--- config.mk ---
export PLATFORM = sky130hd
export DESIGN_NAME = div_sequencer
export DESIGN_NICKNAME = d
export VERILOG_FILES = /design/src/rtl/div_sequencer.sv
export SDC_FILE = /design/constraint.sdc
export NUM_CORES = 1
export LEC_CHECK = 0
export CAP_MARGIN = 5
export CORE_MARGIN = 2
export CORE_UTILIZATION = 40
export DETAILED_ROUTE_END_ITERATION = 12
export PLACE_DENSITY = 0.67
export REMOVE_ABC_BUFFERS = 1
export SYNTH_ARGS = -nofsm -noshare
export SYNTH_HDL_FRONTEND = slang
export SYNTH_SLANG_ARGS = --single-unit
--- constraint.sdc ---
create_clock -name clk_i -period 2.3 [get_ports clk_i]
set_clock_uncertainty 0.15 [all_clocks]
set_input_delay 0.46 -clock clk_i [delete_from_list [all_inputs] [get_ports clk_i]]
set_output_delay 0.46 -clock clk_i [all_outputs]
set_load 0.05 [all_outputs]
--- src/rtl/div_sequencer.sv ---
// Sequencer for the repeated-subtraction divider: walks the microcode selector
// and strobes step_en. Optional DIV watchdog enabled by DIV_SEQ_WATCHDOG_EN.
module div_sequencer #(
   parameter int DIV_TIMEOUT = 16,
   parameter int DIS_HOLD    = 4
) (
   input  logic       clk_i,
   input  logic       rst_i,
   input  logic       start_i,
   input  logic       div_done_i,
   output logic [2:0] selector_o,
   output logic       step_en_o,
   output logic       busy_o,
   output logic       done_o,
   output logic       error_o
);

   // state | meaning
   // IDLE  | waiting for start, selector holds last code
   // CLR   | clear datapath registers (1 cycle)
   // LD1   | load step 1 (1 cycle)
   // LD2   | load step 2 (1 cycle)
   // LD3   | load step 3 (1 cycle)
   // DIV   | repeated subtraction until div_done (or watchdog)
   // RES   | latch result (1 cycle)
   // DIS   | display result for DIS_HOLD cycles
   // ERR   | divide timed out, error sticky until next start
   typedef enum logic [3:0] {
      S_IDLE, S_CLR, S_LD1, S_LD2, S_LD3, S_DIV, S_RES, S_DIS, S_ERR
   } state_t;

   localparam logic [2:0] SEL_CLR = 3'b000;
   localparam logic [2:0] SEL_LD1 = 3'b001;
   localparam logic [2:0] SEL_LD2 = 3'b010;
   localparam logic [2:0] SEL_LD3 = 3'b011;
   localparam logic [2:0] SEL_DIV = 3'b100;
   localparam logic [2:0] SEL_RES = 3'b101;
   localparam logic [2:0] SEL_DIS = 3'b110;

   localparam int CNT_MAX = (DIV_TIMEOUT > DIS_HOLD) ? DIV_TIMEOUT : DIS_HOLD;
   localparam int CNT_W   = $clog2(CNT_MAX + 1);
   localparam logic [CNT_W-1:0] DIS_LAST = CNT_W'(DIS_HOLD - 1);
`ifdef DIV_SEQ_WATCHDOG_EN
   localparam logic [CNT_W-1:0] TMO_LAST = CNT_W'(DIV_TIMEOUT - 1);
   logic             err_q;
`endif

   state_t           state_q;
   logic [2:0]       sel_q;
   logic             step_q;
   logic             busy_q;
   logic             done_q;
   logic [CNT_W-1:0] cnt_q;

   always_ff @(posedge clk_i) begin
      if (rst_i) begin
         state_q <= S_IDLE;
         sel_q   <= SEL_CLR;
         step_q  <= 1'b0;
         busy_q  <= 1'b0;
         done_q  <= 1'b0;
         cnt_q   <= '0;
`ifdef DIV_SEQ_WATCHDOG_EN
         err_q   <= 1'b0;
`endif
      end else begin
         // step_en and done are strobes; each transition below re-asserts as needed
         step_q <= 1'b0;
         done_q <= 1'b0;
         case (state_q)
            S_IDLE: begin
               if (start_i) begin
                  state_q <= S_CLR;
                  sel_q   <= SEL_CLR;
                  step_q  <= 1'b1;
                  busy_q  <= 1'b1;
                  cnt_q   <= '0;
               end
            end
            S_CLR: begin
               state_q <= S_LD1;
               sel_q   <= SEL_LD1;
               step_q  <= 1'b1;
               cnt_q   <= '0;
            end
            S_LD1: begin
               state_q <= S_LD2;
               sel_q   <= SEL_LD2;
               step_q  <= 1'b1;
               cnt_q   <= '0;
            end
            S_LD2: begin
               state_q <= S_LD3;
               sel_q   <= SEL_LD3;
               step_q  <= 1'b1;
               cnt_q   <= '0;
            end
            S_LD3: begin
               state_q <= S_DIV;
               sel_q   <= SEL_DIV;
               step_q  <= 1'b1;
               cnt_q   <= '0;
            end
            S_DIV: begin
               // div_done takes priority over a timeout on the same cycle
               if (div_done_i) begin
                  state_q <= S_RES;
                  sel_q   <= SEL_RES;
                  step_q  <= 1'b1;
                  cnt_q   <= '0;
               end
`ifdef DIV_SEQ_WATCHDOG_EN
               else if (cnt_q == TMO_LAST) begin
                  state_q <= S_ERR;
                  sel_q   <= SEL_CLR;
                  busy_q  <= 1'b0;
                  err_q   <= 1'b1;
                  cnt_q   <= '0;
               end else begin
                  step_q  <= 1'b1;
                  cnt_q   <= cnt_q + CNT_W'(1);
               end
`else
               else begin
                  step_q  <= 1'b1;
               end
`endif
            end
            S_RES: begin
               state_q <= S_DIS;
               sel_q   <= SEL_DIS;
               step_q  <= 1'b1;
               cnt_q   <= '0;
            end
            S_DIS: begin
               if (cnt_q == DIS_LAST) begin
                  state_q <= S_IDLE;
                  busy_q  <= 1'b0;
                  done_q  <= 1'b1;
                  cnt_q   <= '0;
               end else begin
                  cnt_q   <= cnt_q + CNT_W'(1);
               end
            end
            S_ERR: begin
               if (start_i) begin
                  state_q <= S_CLR;
                  sel_q   <= SEL_CLR;
                  step_q  <= 1'b1;
                  busy_q  <= 1'b1;
                  cnt_q   <= '0;
`ifdef DIV_SEQ_WATCHDOG_EN
                  err_q   <= 1'b0;
`endif
               end
            end
            default: begin
               state_q <= S_IDLE;
               sel_q   <= SEL_CLR;
               busy_q  <= 1'b0;
               cnt_q   <= '0;
            end
         endcase
      end
   end

   assign selector_o = sel_q;
   assign step_en_o  = step_q;
   assign busy_o     = busy_q;
   assign done_o     = done_q;
`ifdef DIV_SEQ_WATCHDOG_EN
   assign error_o    = err_q;
`else
   assign error_o    = 1'b0;
`endif

endmodule
## Yosys cells after proc, flatten, opt, wreduce, memory -nomap -nowiden

Index checks and enable logic that the tools add are counted.

| word-level totals | value |
|---|---|
| bits of input ports | 4 |
| logic and storage cells | 46 |
| register bits | 15 |

| cells by class | value |
|---|---|
| eq/ne operators | 12 |
| reductions and logical operators | 8 |
| add/subtract/negate cells | 1 |
| bitwise operators | 2 |
| muxes and demuxes | 17 |

Operators by type and width:

| kind | number |
|---|---|
| 4-bit one-hot mux with 8 select lines | 1 |
| 3-bit one-hot mux with 8 select lines | 1 |
| 4-bit by 3-bit equality test with 1-bit output, second input constant | 4 |
| 5-bit two-way mux | 3 |
| 5-bit one-hot mux with 3 select lines | 1 |
| 4-bit two-way mux | 3 |
| 3-bit AND reduction | 3 |
| 4-bit by 2-bit equality test with 1-bit output, second input constant | 2 |
| 3-bit two-way mux | 2 |
| 6-bit OR reduction | 1 |
| 5-bit by 1-bit adder with 5-bit output, second input constant | 1 |
| 5-bit by 2-bit equality test with 1-bit output, second input constant | 1 |
| 4-bit by 1-bit equality test with 1-bit output, second input constant | 1 |
| 4-bit equality test, second input constant | 1 |
| 4-bit logical NOT | 1 |
| 1-bit two-way mux | 4 |
| 2-bit != test, second input constant | 2 |
| 2-bit OR reduction | 2 |
| 1-bit one-hot mux with 3 select lines | 1 |
| 2-bit by 1-bit != test with 1-bit output, second input constant | 1 |
| 1-bit inverter | 2 |
| 1-bit one-hot mux with 2 select lines | 1 |
| 2-bit AND reduction | 1 |

## Depth between registers and ports, before layout

Gate-level depths: netlist of run 1.

| logic depth | value |
|---|---|
| depth after elaboration | 4 |
| gate-level depth with buffers | 5 |
| depth with buffers taken out | 4 |

## Worst setup path after synthesis of run 1

No wires, ideal clock.

| path | value |
|---|---|
| path type | register -> register |
| from | register cnt_q[0] |
| to | register state_q[0] |
| path slack | 0.629 ns |
| data arrival time | 1.370 ns |
| data required time | 1.999 ns |
| library setup time | 0.151 ns |
| stages on the path, launching flop included | 6 |
| cell sequence | dfxtp_1 ha_1 or4b_1 buf_2 o2111ai_2 a211oi_1 |

| on the way | value |
|---|---|
| longest elaborated chain between the ends | 3 |

RTL lines:

| what | RTL line | text |
|---|---|---|
| start: declaration | 53 | `logic [CNT_W-1:0] cnt_q;` |
| start signal: assignment | 142 | `cnt_q <= cnt_q + CNT_W'(1);` |
| 5-bit by 2-bit equality test with 1-bit output | 136 | `if (cnt_q == DIS_LAST) begin` |
| 2-bit != test (no source line) | - |  |
| 3-bit AND reduction (no source line) | - |  |
| end signal: assignment | 130 | `state_q <= S_DIS;` |
| end signal: assignment | 137 | `state_q <= S_IDLE;` |
| end signal: assignment | 147 | `state_q <= S_CLR;` |
| end: declaration | 48 | `state_t state_q;` |

No other way between the ends.
A chain may end at the register's enable or synchronous reset.

## Worst setup path in the final report of run 1

| path | value |
|---|---|
| from | register sel_q[2], in the netlist selector_o[2] |
| to | output port selector_o[2] |

RTL lines:

| what | RTL line | text |
|---|---|---|
| start: declaration | 49 | `logic [2:0] sel_q;` |
| start signal: assignment | 58 | `sel_q <= SEL_CLR;` |
| start signal: assignment | 74 | `sel_q <= SEL_CLR;` |
| start signal: assignment | 82 | `sel_q <= SEL_LD1;` |
| end: declaration | 11 | `output logic [2:0] selector_o,` |

No word-level cell between the ends.

==> results of run 1 <==
## worst max-delay path by stage
stage,from,end,cells past startpoint
floorplan,cnt_q[0],state_q[0],4
global placement,div_done_i,cnt_q[2],5
detailed placement,div_done_i,cnt_q[2],5
CTS,selector_o[2],selector_o[2],1
global route,selector_o[2],selector_o[2],1
finish,selector_o[2],selector_o[2],1
## logic make-up (layout without fill, tap and decap cells)
family          count (synthesis)  in the layout
other cells                     1              1
xor+xnor                        1              1
simple gates                   33             33
flops                          14             14
buf+inv                         9             18
fa+ha+maj                       1              1
compound gates                 21             21
## power by group through the flow
| stage | clock network [mW] | logic, mW | registers (mW) |
|---|---|---|---|
| after global placement | 0 | 0.179 | 0.299 |
| after floorplan | 0 | 0.0641 | 0.349 |
| after CTS | 0.138 | 0.183 | 0.294 |
| final | 0.130 | 0.182 | 0.293 |
| after global routing | 0.142 | 0.198 | 0.299 |
| after detailed placement | 0 | 0.182 | 0.300 |
## cell type report
cell class | count | area share (%)
multi-input combinational | 57 | 45.2
inverter | 2 | 0.910
tap | 17 | 2.58
timing repair buffer | 13 | 14.6
clock buffer | 3 | 2.73
sequential | 14 | 34.0
## state kept, by name, indices dropped and copies added, names as in the netlist
signal      count
cnt_q           5
selector_o      3
state_q         3
busy_o          1
done_o          1
step_en_o       1
## layer usage
layer  track usage, %  wire [um]  up-vias  part of all wire, %
li1                 -          -      315                    -
met1             18.1        637      292                   47
met5                0          0        -                    0
met4             10.3         10        0                 0.73
met2             24.2        673       11                   49
met3             2.38         44        2                  3.2
## stage by stage
step                      cell area [um^2]  setup WS [ns]  instances  hold slack (ns)
after floorplan                        661          0.636         73            0.306
after global placement                 802          0.148        103            0.315
after detailed placement               802          0.119        103            0.330
after CTS                              825          0.262        106            0.338
after global routing                   825          0.235        106            0.382
final                                  825          0.286        106            0.334
## synthesized netlist by cell type, types with 2 or more instances
cell / instances
sky130_fd_sc_hd__dfxtp_1: 14
sky130_fd_sc_hd__nor3_1: 6
sky130_fd_sc_hd__o21ai_0: 6
sky130_fd_sc_hd__a31oi_1: 5
sky130_fd_sc_hd__nand2_1: 5
sky130_fd_sc_hd__a21oi_1: 4
sky130_fd_sc_hd__buf_2: 4
sky130_fd_sc_hd__nand3_1: 3
sky130_fd_sc_hd__nor2_1: 3
sky130_fd_sc_hd__and3_1: 2
sky130_fd_sc_hd__clkbuf_1: 2
sky130_fd_sc_hd__inv_1: 2
sky130_fd_sc_hd__nand2b_1: 2
sky130_fd_sc_hd__nand3b_1: 2
sky130_fd_sc_hd__or4_1: 2
==> results.py, run 1 <==
metrics = {
    "worst_setup_path": {
        "slowest_delay_ns": 0.80,
        "critPathRequiredTime_ns": 1.69,
        "worstPathBufferInverterCount": 1,
        "timing.critical_path.max_delay_family": "buffers and inverters",
        "r2r_slack_ns": 0.45,
        "cpMaxStageDelayCell": "sky130_fd_sc_hd__clkdlybuf4s50_1",
        "end_kind": "output pin",
        "regToRegStartpoint": "cnt_q[0]",
        "start_kind": "flop",
        "worst-path-max-fanout": 2,
        "worst-endpoint-arrival_ns": 1.40,
        "reg2regPathDepth": 4,
        "timing.rr.end": "state_q[1]",
        "crit_chain": "clkdlybuf4s50_1",
        "criticalPathCategory": "reg -> out",
    },
    "logic_synthesis": {
        "synth_xor_xnor_area_share_pct": 1.26,
        "synthMuxAreaShare_pct": 0,
        "yosysTopAreaCellShare_pct": 40.3,
        "ys_dominant_reg_cell": "sky130_fd_sc_hd__dfxtp_1",
        "adder_cell_share_of_the_synthesized_area_pct": 1.80,
        "synth_edf_count": 0,
        "share_of_the_synthesized_area_in_compound_gates_ao_oa_aoi_oai_pct": 20.5,
        "synth-seq-area-share_pct": 40.3,
        "syn_area_um2": 696,
        "avgSynthCellArea_um2": 8.70,
        "yosys_register_bits": 14,
        "ys.warnings.count": 0,
        "syn_inst_count": 80,
        "synthArstFlopShare_pct": 0,
        "synth-simple-area-share_pct": 29.5,
        "post_synth_cell_types": 33,
        "synthDominantAreaCellType": "sky130_fd_sc_hd__dfxtp_1",
        "synthTopCellsByArea": "sky130_fd_sc_hd__dfxtp_1 (40%), sky130_fd_sc_hd__a31oi_1 (4.5%), sky130_fd_sc_hd__nor3_1 (4.3%)",
        "main_combinational_cell_family_by_area_after_synthesis": "simple AND/OR/NAND/NOR gates",
    },
    "timing": {
        "drv_slew": 0,
        "finalSetupViolations": 0,
        "final_hold_viol_count": 0,
        "max_slew_margin_pct": 64.9,
        "layout_worst_path_cycle_share_pct": 87.6,
        "timing.setup.tns_ns": 0,
        "worst_pin_slew_ns": 0.525,
        "setup_repair_after_global_routing_missed_its_margin": "false",
        "post-route-min-period_ns": 2.01,
        "maxClockFrequency_mhz": 496,
    },
    "cts": {
        "cts_setup_buffers": 0,
        "cts_made_buffers": 3,
        "clkSinkCount": 14,
        "cts.repair.resized": 0,
        "clk-insertion-delay-late_ns": 0.27,
        "clockBufferDepth": 2,
        "clk_transition_reported_paths_ns": 0.08,
        "cts-hold-fix-buffers": 0,
        "cts-htree-levels": 1,
        "ctsRootBufferMaster": "sky130_fd_sc_hd__clkbuf_4",
        "cts_tree": "yes",
    },
    "outcome": {
        "run_status": "finished, final reports clean",
    },
    "place": {
        "gp_congestion": 0.791,
        "numPortBuffers": 9,
        "dp_hpwl_um": 981,
    },
    "drt": {
        "drt_drc_violations_left": 0,
        "detail-route-antenna-nets": 0,
        "dr.pass1.iters": 4,
        "via_count_normalized_by_instance_count": 5.85,
        "count_of_routing_violations_after_the_opening_detailed_route_iteration": 12,
        "detail_route.wirelength_um": 1370,
        "routed_wire_length_per_instance_um": 12.9,
        "num_vias": 620,
    },
    "hold_path": {
        "min_path_type": "reg -> reg",
        "holdPathEnd": "busy_o",
        "hold_path_depth": 2,
        "worst_hold_startpoint": "busy_o",
    },
    "cells_and_area": {
        "filler_cell_count": 168,
        "layout_common_cells": "sky130_fd_sc_hd__dfxtp_1 (14), sky130_fd_sc_hd__clkdlybuf4s50_1 (9), sky130_fd_sc_hd__o21ai_0 (6), sky130_fd_sc_hd__nor3_1 (6)",
        "area_growth_pct": 18.5,
        "multi_input_area_um2": 373,
        "antenna-diode-count": 0,
        "final_layout_size_suffix_gt1_share_pct": 11.2,
        "layout.core_utilization_pct": 48.8,
        "final-seq-area_um2": 280,
        "final_common_cell": "sky130_fd_sc_hd__dfxtp_1",
        "layout.nets": 96,
    },
    "grt": {
        "maximum_number_of_pins_on_one_net_before_global_route_repair": 15,
        "grt_pass1_vias": 542,
        "grt.overflow.total": 0,
        "initial_antenna_violation_count": 0,
        "grt_pass1_wl_um": 2260,
        "gr-usage-all-layers_pct": 15.0,
    },
    "floorplanning": {
        "placement_rows": 15,
        "floorplan.initialDensity_pct": 41.2,
        "die_height_um": 45.7,
        "io_pins": 11,
        "die_area_um2": 2090,
        "core-area_um2": 1690,
        "die_w_um": 45.7,
    },
    "power_and_ir_drop": {
        "comb_power_share_pct": 30.0,
        "sequential_cell_fraction_of_total_power_pct": 48.5,
        "netSwitchingPower_mw": 0.206,
        "worst_ir_drop_on_vdd_mv": 0.421,
        "power_switching_share_pct": 34.0,
        "internal-power_mw": 0.399,
        "power_density_nw_per_um2": 734,
        "design_power_total_mw": 0.605,
        "static-leakage-power_nw": 0.278,
        "clkPwrFrac_pct": 21.5,
    },
    "run": {
        "timing.max_cap.violations": 0,
    },
}
(Power assumes the default switching activity.)
==> run 2: changes to the inputs <==
--- a/config.mk
+++ b/config.mk
@@ -6,6 +6,7 @@
 export NUM_CORES = 1
 export LEC_CHECK = 0
 export CAP_MARGIN = 5
+export CORE_ASPECT_RATIO = 0.9
 export CORE_MARGIN = 2
 export CORE_UTILIZATION = 40
 export DETAILED_ROUTE_END_ITERATION = 12
==> run 2 against run 1 <==
  * Flip-flop and latch count is the same
  * Maximum frequency is 1.5% lower
  * Worst hold slack gained 0.0017 ns
  * Setup slack worse by 0.031 ns
  * Via count shrank 0.65%
  * Sequential share of layout area fell by 0.61 points
  * Final area grew 1.8%
  * Non-clock buffer count shrank 1
  * Global-route usage rose by 0.16 points
  * Largest cell class unchanged
  * Total power grew 7.0%
==> results.py, run 2 (synthesized netlist as in run 1, its figures left out) <==
metrics = {
    "cells_and_area": {
        "area_growth_pct": 20.7,
        "layout_common_cells": "sky130_fd_sc_hd__dfxtp_1 (14), sky130_fd_sc_hd__clkdlybuf4s50_1 (9), sky130_fd_sc_hd__o21ai_0 (6), sky130_fd_sc_hd__nor3_1 (6)",
        "layout.nets": 95,
        "final_common_cell": "sky130_fd_sc_hd__dfxtp_1",
        "antenna-diode-count": 0,
        "final_layout_size_suffix_gt1_share_pct": 11.2,
        "registers.top_by_ff_count": "cnt_q",
        "filler_cell_count": 183,
        "number_of_flip_flops_under_the_largest_register_name": 5,
    },
    "cts": {
        "cts-htree-levels": 1,
        "ctsRootBufferMaster": "sky130_fd_sc_hd__clkbuf_4",
        "clkSinkCount": 14,
        "cts.repair.resized": 0,
        "clk_transition_reported_paths_ns": 0.08,
        "cts_made_buffers": 3,
        "clockBufferDepth": 2,
        "cts-hold-fix-buffers": 0,
        "clk-insertion-delay-late_ns": 0.28,
        "cts_tree": "yes",
        "cts_setup_buffers": 0,
    },
    "floorplanning": {
        "floorplan.initialDensity_pct": 42.2,
        "core-area_um2": 1650,
        "die_w_um": 48.0,
        "io_pins": 11,
        "die_area_um2": 2090,
        "placement_rows": 14,
        "die_height_um": 43.6,
    },
    "worst_setup_path": {
        "cpMaxStageDelayCell": "sky130_fd_sc_hd__clkdlybuf4s50_1",
        "worstPathBufferInverterCount": 1,
        "worst-path-max-fanout": 3,
        "critPathRequiredTime_ns": 1.69,
        "timing.critical_path.max_delay_family": "buffers and inverters",
        "start_kind": "flop",
        "slowest_delay_ns": 0.80,
        "worst-endpoint-arrival_ns": 1.43,
        "criticalPathCategory": "reg -> out",
        "crit_chain": "clkdlybuf4s50_1",
        "end_kind": "output pin",
    },
    "hold_path": {
        "min_path_type": "reg -> reg",
    },
    "timing": {
        "max_slew_margin_pct": 64.0,
        "finalSetupViolations": 0,
        "maxClockFrequency_mhz": 489,
        "setup_repair_after_global_routing_missed_its_margin": "false",
        "fin_ws_ns": 0.255,
        "layout_worst_path_cycle_share_pct": 88.9,
        "post-route-min-period_ns": 2.04,
        "drv_slew": 0,
        "timing.setup.tns_ns": 0,
        "final_hold_viol_count": 0,
        "worst_pin_slew_ns": 0.539,
    },
    "drt": {
        "wl_met1_um": 653,
        "via_count_normalized_by_instance_count": 5.45,
        "dr.pass1.iters": 2,
        "routed_wire_length_per_instance_um": 12.3,
        "detail-route-antenna-nets": 0,
        "count_of_routing_violations_after_the_opening_detailed_route_iteration": 8,
        "detail_route.wirelength_um": 1390,
        "num_vias": 616,
        "top_layer_used": "met4",
        "met2_length_um": 687,
        "detailroute.wirelength.met3_um": 32,
        "drt_drc_violations_left": 0,
    },
    "place": {
        "place_worst_setup_slack_ns": 0.124,
        "numPortBuffers": 9,
        "dp_hpwl_um": 987,
        "gp_congestion": 0.741,
    },
    "outcome": {
        "run_status": "finished, final reports clean",
    },
    "power_and_ir_drop": {
        "design_power_total_mw": 0.647,
        "worst_ir_drop_on_vdd_mv": 0.377,
        "power_density_nw_per_um2": 771,
        "static-leakage-power_nw": 0.280,
    },
    "grt": {
        "grt.overflow.total": 0,
        "maximum_number_of_pins_on_one_net_before_global_route_repair": 17,
        "initial_antenna_violation_count": 0,
        "grt_pass1_vias": 515,
        "gr-usage-all-layers_pct": 15.2,
        "grt_pass1_wl_um": 2210,
    },
    "run": {
        "timing.max_cap.violations": 0,
    },
}
[run 2: cell count changes in the layout (fill, tap and decap cells not counted), sizes merged]
| cell | before | now |
|---|---|---|
| buf | 4 | 3 |
| clkbuf | 3 | 4 |
[run 2: layout make-up]
class	count	area (um^2)	area share, %
Multi-Input combinational cell	57	373	44.4
Sequential cell	14	280	33.4
Timing Repair Buffer	12	113	13.4
Clock buffer	4	36.3	4.32
Tap cell	24	30.0	3.58
Inverter	2	7.51	0.894
[run 2: where the power goes]
| part | switching [mW] | internal, mW | total [mW] |
|---|---|---|---|
| logic | 0.110 | 0.0712 | 0.182 |
| registers | 0.0268 | 0.265 | 0.291 |
| clock network | 0.0781 | 0.0963 | 0.174 |
[run 2: path summary, 6_finish.rpt]
| kind | depth (start not counted) | to | from | slack [ns] |
|---|---|---|---|---|
| worst min-delay path | 2 | busy_o | busy_o | 0.34 |
| worst max-delay path | 1 | selector_o[1] | selector_o[1] | 0.26 |
| worst min register to register | 2 | busy_o | busy_o | 0.34 |
| worst max register to register | 4 | state_q[1] | cnt_q[0] | 0.46 |
[run 2: worst min-delay path, cell delays in order, from the launching register on]
cell and delay, ns:
sky130_fd_sc_hd__dfxtp_1 0.32, sky130_fd_sc_hd__o21ai_0 0.07, sky130_fd_sc_hd__a21oi_1 0.06
[run 2: routing by layer]
| layer | GRT usage [%] | vias to the layer above |
|---|---|---|
| met5 | 0 | - |
| met4 | 4.86 | 0 |
| met3 | 6.25 | 2 |
| met2 | 23.7 | 7 |
| met1 | 18.7 | 293 |
| li1 | - | 314 |
[run 2: per-stage QoR]
step	hold WS, ns	instance area, um^2	utilization [%]	std cells
after floorplan	0.306	661	-	73
after global placement	0.319	803	48.8	109
after detailed placement	0.328	803	48.8	109
after CTS	0.340	840	51.0	113
after global routing	0.360	840	51.0	113
final	0.335	840	51.0	113
==> run 3: changes to the inputs <==
--- a/config.mk
+++ b/config.mk
@@ -6,11 +6,10 @@
 export NUM_CORES = 1
 export LEC_CHECK = 0
 export CAP_MARGIN = 5
-export CORE_ASPECT_RATIO = 0.9
 export CORE_MARGIN = 2
-export CORE_UTILIZATION = 40
+export CORE_UTILIZATION = 50
 export DETAILED_ROUTE_END_ITERATION = 12
-export PLACE_DENSITY = 0.67
+export PLACE_DENSITY = 0.8
 export REMOVE_ABC_BUFFERS = 1
 export SYNTH_ARGS = -nofsm -noshare
 export SYNTH_HDL_FRONTEND = slang
==> run 3 against run 2 <==
  * Combinational power decreased by 3%
  * Register-to-register slack got worse by 0.10 ns
  * Sequential share of layout area increased by 1.0 points
  * Cell count decreased by 8.8%
  * Clock-buffer cell count decreased by 1
  * Largest cell class unchanged
  * Global-route usage increased by 4.2 points
  * Sequential power increased by 1%
  * Final area decreased by 3.0%
  * Highest routed layer unchanged
  * Worst hold slack improved by 0.013 ns
  * Critical path type unchanged
  * Critical path depth unchanged
==> results.py, run 3 (synthesized netlist as in run 1, its figures left out) <==
metrics = {
    "worst_setup_path": {
        "worst-path-max-fanout": 3,
        "critPathRequiredTime_ns": 1.69,
        "cpMaxStageDelayCell": "sky130_fd_sc_hd__clkdlybuf4s50_1",
        "r2r_slack_ns": 0.36,
        "regToRegStartpoint": "state_q[1]",
        "timing.critical_path.max_delay_family": "buffers and inverters",
        "timing.rr.end": "cnt_q[2]",
        "crit_chain": "clkdlybuf4s50_1",
        "worstPathBufferInverterCount": 1,
        "critPathLaunch": "selector_o[1]",
        "end_kind": "output pin",
        "slowest_delay_ns": 0.80,
        "worst-endpoint-arrival_ns": 1.42,
        "criticalPathCategory": "reg -> out",
        "reg2regPathDepth": 4,
        "start_kind": "flop",
    },
    "grt": {
        "grt_pass1_vias": 478,
        "initial_antenna_violation_count": 0,
        "maximum_number_of_pins_on_one_net_before_global_route_repair": 17,
        "grt.overflow.total": 0,
        "grt_pass1_wl_um": 2100,
        "gr-usage-all-layers_pct": 19.4,
    },
    "cells_and_area": {
        "layout.nets": 95,
        "filler_cell_count": 121,
        "number_of_flip_flops_under_the_largest_register_name": 5,
        "instances_no_fill": 103,
        "fin_area_um2": 815,
        "antenna-diode-count": 0,
        "area_growth_pct": 17.1,
        "registers.top_by_ff_count": "cnt_q",
        "final_layout_size_suffix_gt1_share_pct": 10.2,
        "layout_common_cells": "sky130_fd_sc_hd__dfxtp_1 (14), sky130_fd_sc_hd__clkdlybuf4s50_1 (9), sky130_fd_sc_hd__o21ai_0 (6), sky130_fd_sc_hd__nor3_1 (6)",
        "final_common_cell": "sky130_fd_sc_hd__dfxtp_1",
    },
    "floorplanning": {
        "core-area_um2": 1300,
        "die_w_um": 41.3,
        "die_area_um2": 1710,
        "die_height_um": 41.3,
        "floorplan.initialDensity_pct": 53.5,
        "placement_rows": 13,
        "io_pins": 11,
    },
    "timing": {
        "finalSetupViolations": 0,
        "setup_repair_after_global_routing_missed_its_margin": "false",
        "layout_worst_path_cycle_share_pct": 88.3,
        "worst_pin_slew_ns": 0.523,
        "final_hold_viol_count": 0,
        "post-route-min-period_ns": 2.03,
        "holdWs_ns": 0.348,
        "maxClockFrequency_mhz": 493,
        "max_slew_margin_pct": 65.1,
        "timing.setup.tns_ns": 0,
        "drv_slew": 0,
    },
    "cts": {
        "clockBufferDepth": 2,
        "clk_transition_reported_paths_ns": 0.08,
        "cts.repair.resized": 0,
        "cts_tree": "yes",
        "clkSinkCount": 14,
        "cts_setup_buffers": 0,
        "cts-hold-fix-buffers": 0,
        "ctsRootBufferMaster": "sky130_fd_sc_hd__clkbuf_4",
        "clk-insertion-delay-late_ns": 0.28,
        "cts-htree-levels": 1,
        "cts_made_buffers": 3,
    },
    "drt": {
        "drt_drc_violations_left": 0,
        "routed_wire_length_per_instance_um": 14.0,
        "detail-route-antenna-nets": 0,
        "num_vias": 609,
        "count_of_routing_violations_after_the_opening_detailed_route_iteration": 8,
        "via_count_normalized_by_instance_count": 5.91,
        "detail_route.wirelength_um": 1440,
        "dr.pass1.iters": 4,
    },
    "place": {
        "gp_congestion": 0.768,
        "placed_cells_incl_taps": 100,
        "dpl-instance-area_um2": 792,
        "numPortBuffers": 9,
    },
    "hold_path": {
        "worst_hold_startpoint": "busy_o",
        "min_path_type": "reg -> reg",
        "hold_path_depth": 2,
        "holdPathEnd": "busy_o",
    },
    "outcome": {
        "run_status": "finished, final reports clean",
    },
    "power_and_ir_drop": {
        "worst_ir_drop_on_vdd_mv": 0.461,
        "power_density_nw_per_um2": 746,
        "static-leakage-power_nw": 0.272,
        "design_power_total_mw": 0.608,
    },
    "run": {
        "timing.max_cap.violations": 0,
    },
}
-- run 3: cell count changes in the layout (fill, tap and decap cells not counted) --
cell,before,now
sky130_fd_sc_hd__clkbuf_8,1,0
-- run 3: worst max path at each step --
stage	end	cells after the start
detailed placement	cnt_q[2]	5
global route	selector_o[1]	1
global placement	cnt_q[2]	5
floorplan	state_q[0]	4
CTS	selector_o[1]	1
finish	selector_o[1]	1
-- run 3: per-stage QoR --
step | worst slack [ns] | utilization (%)
6_report | 0.270 | 62.6
5_1_grt | 0.200 | 62.6
4_1_cts | 0.251 | 62.6
3_5_place_dp | 0.0660 | 60.9
3_3_place_gp | 0.145 | 60.9
2_1_floorplan | 0.636 | -
-- run 3: metal layers --
metal / track usage [%] / part of all wire (%) / vias to the layer above
met5: 0 / 0 / -
met3: 4.79 / 6.0 / 4
met2: 28.5 / 44 / 23
met1: 26.3 / 48 / 272
li1: - / - / 310
met4: 9.68 / 1.8 / 0
-- run 3: report_power, final --
part           switching [mW]  internal, mW  total (mW)
registers              0.0303         0.265       0.295
clock network          0.0762        0.0607       0.137
logic                   0.106        0.0698       0.176
-- run 3: area by class of cell --
class                      instances  area (um^2)  area share [%]
multi-input combinational         57          373            45.8
sequential                        14          280            34.4
timing repair buffer              12          113            13.8
clock buffer                       3         22.5            2.76
tap                               15         18.8            2.30
inverter                           2         7.51           0.922
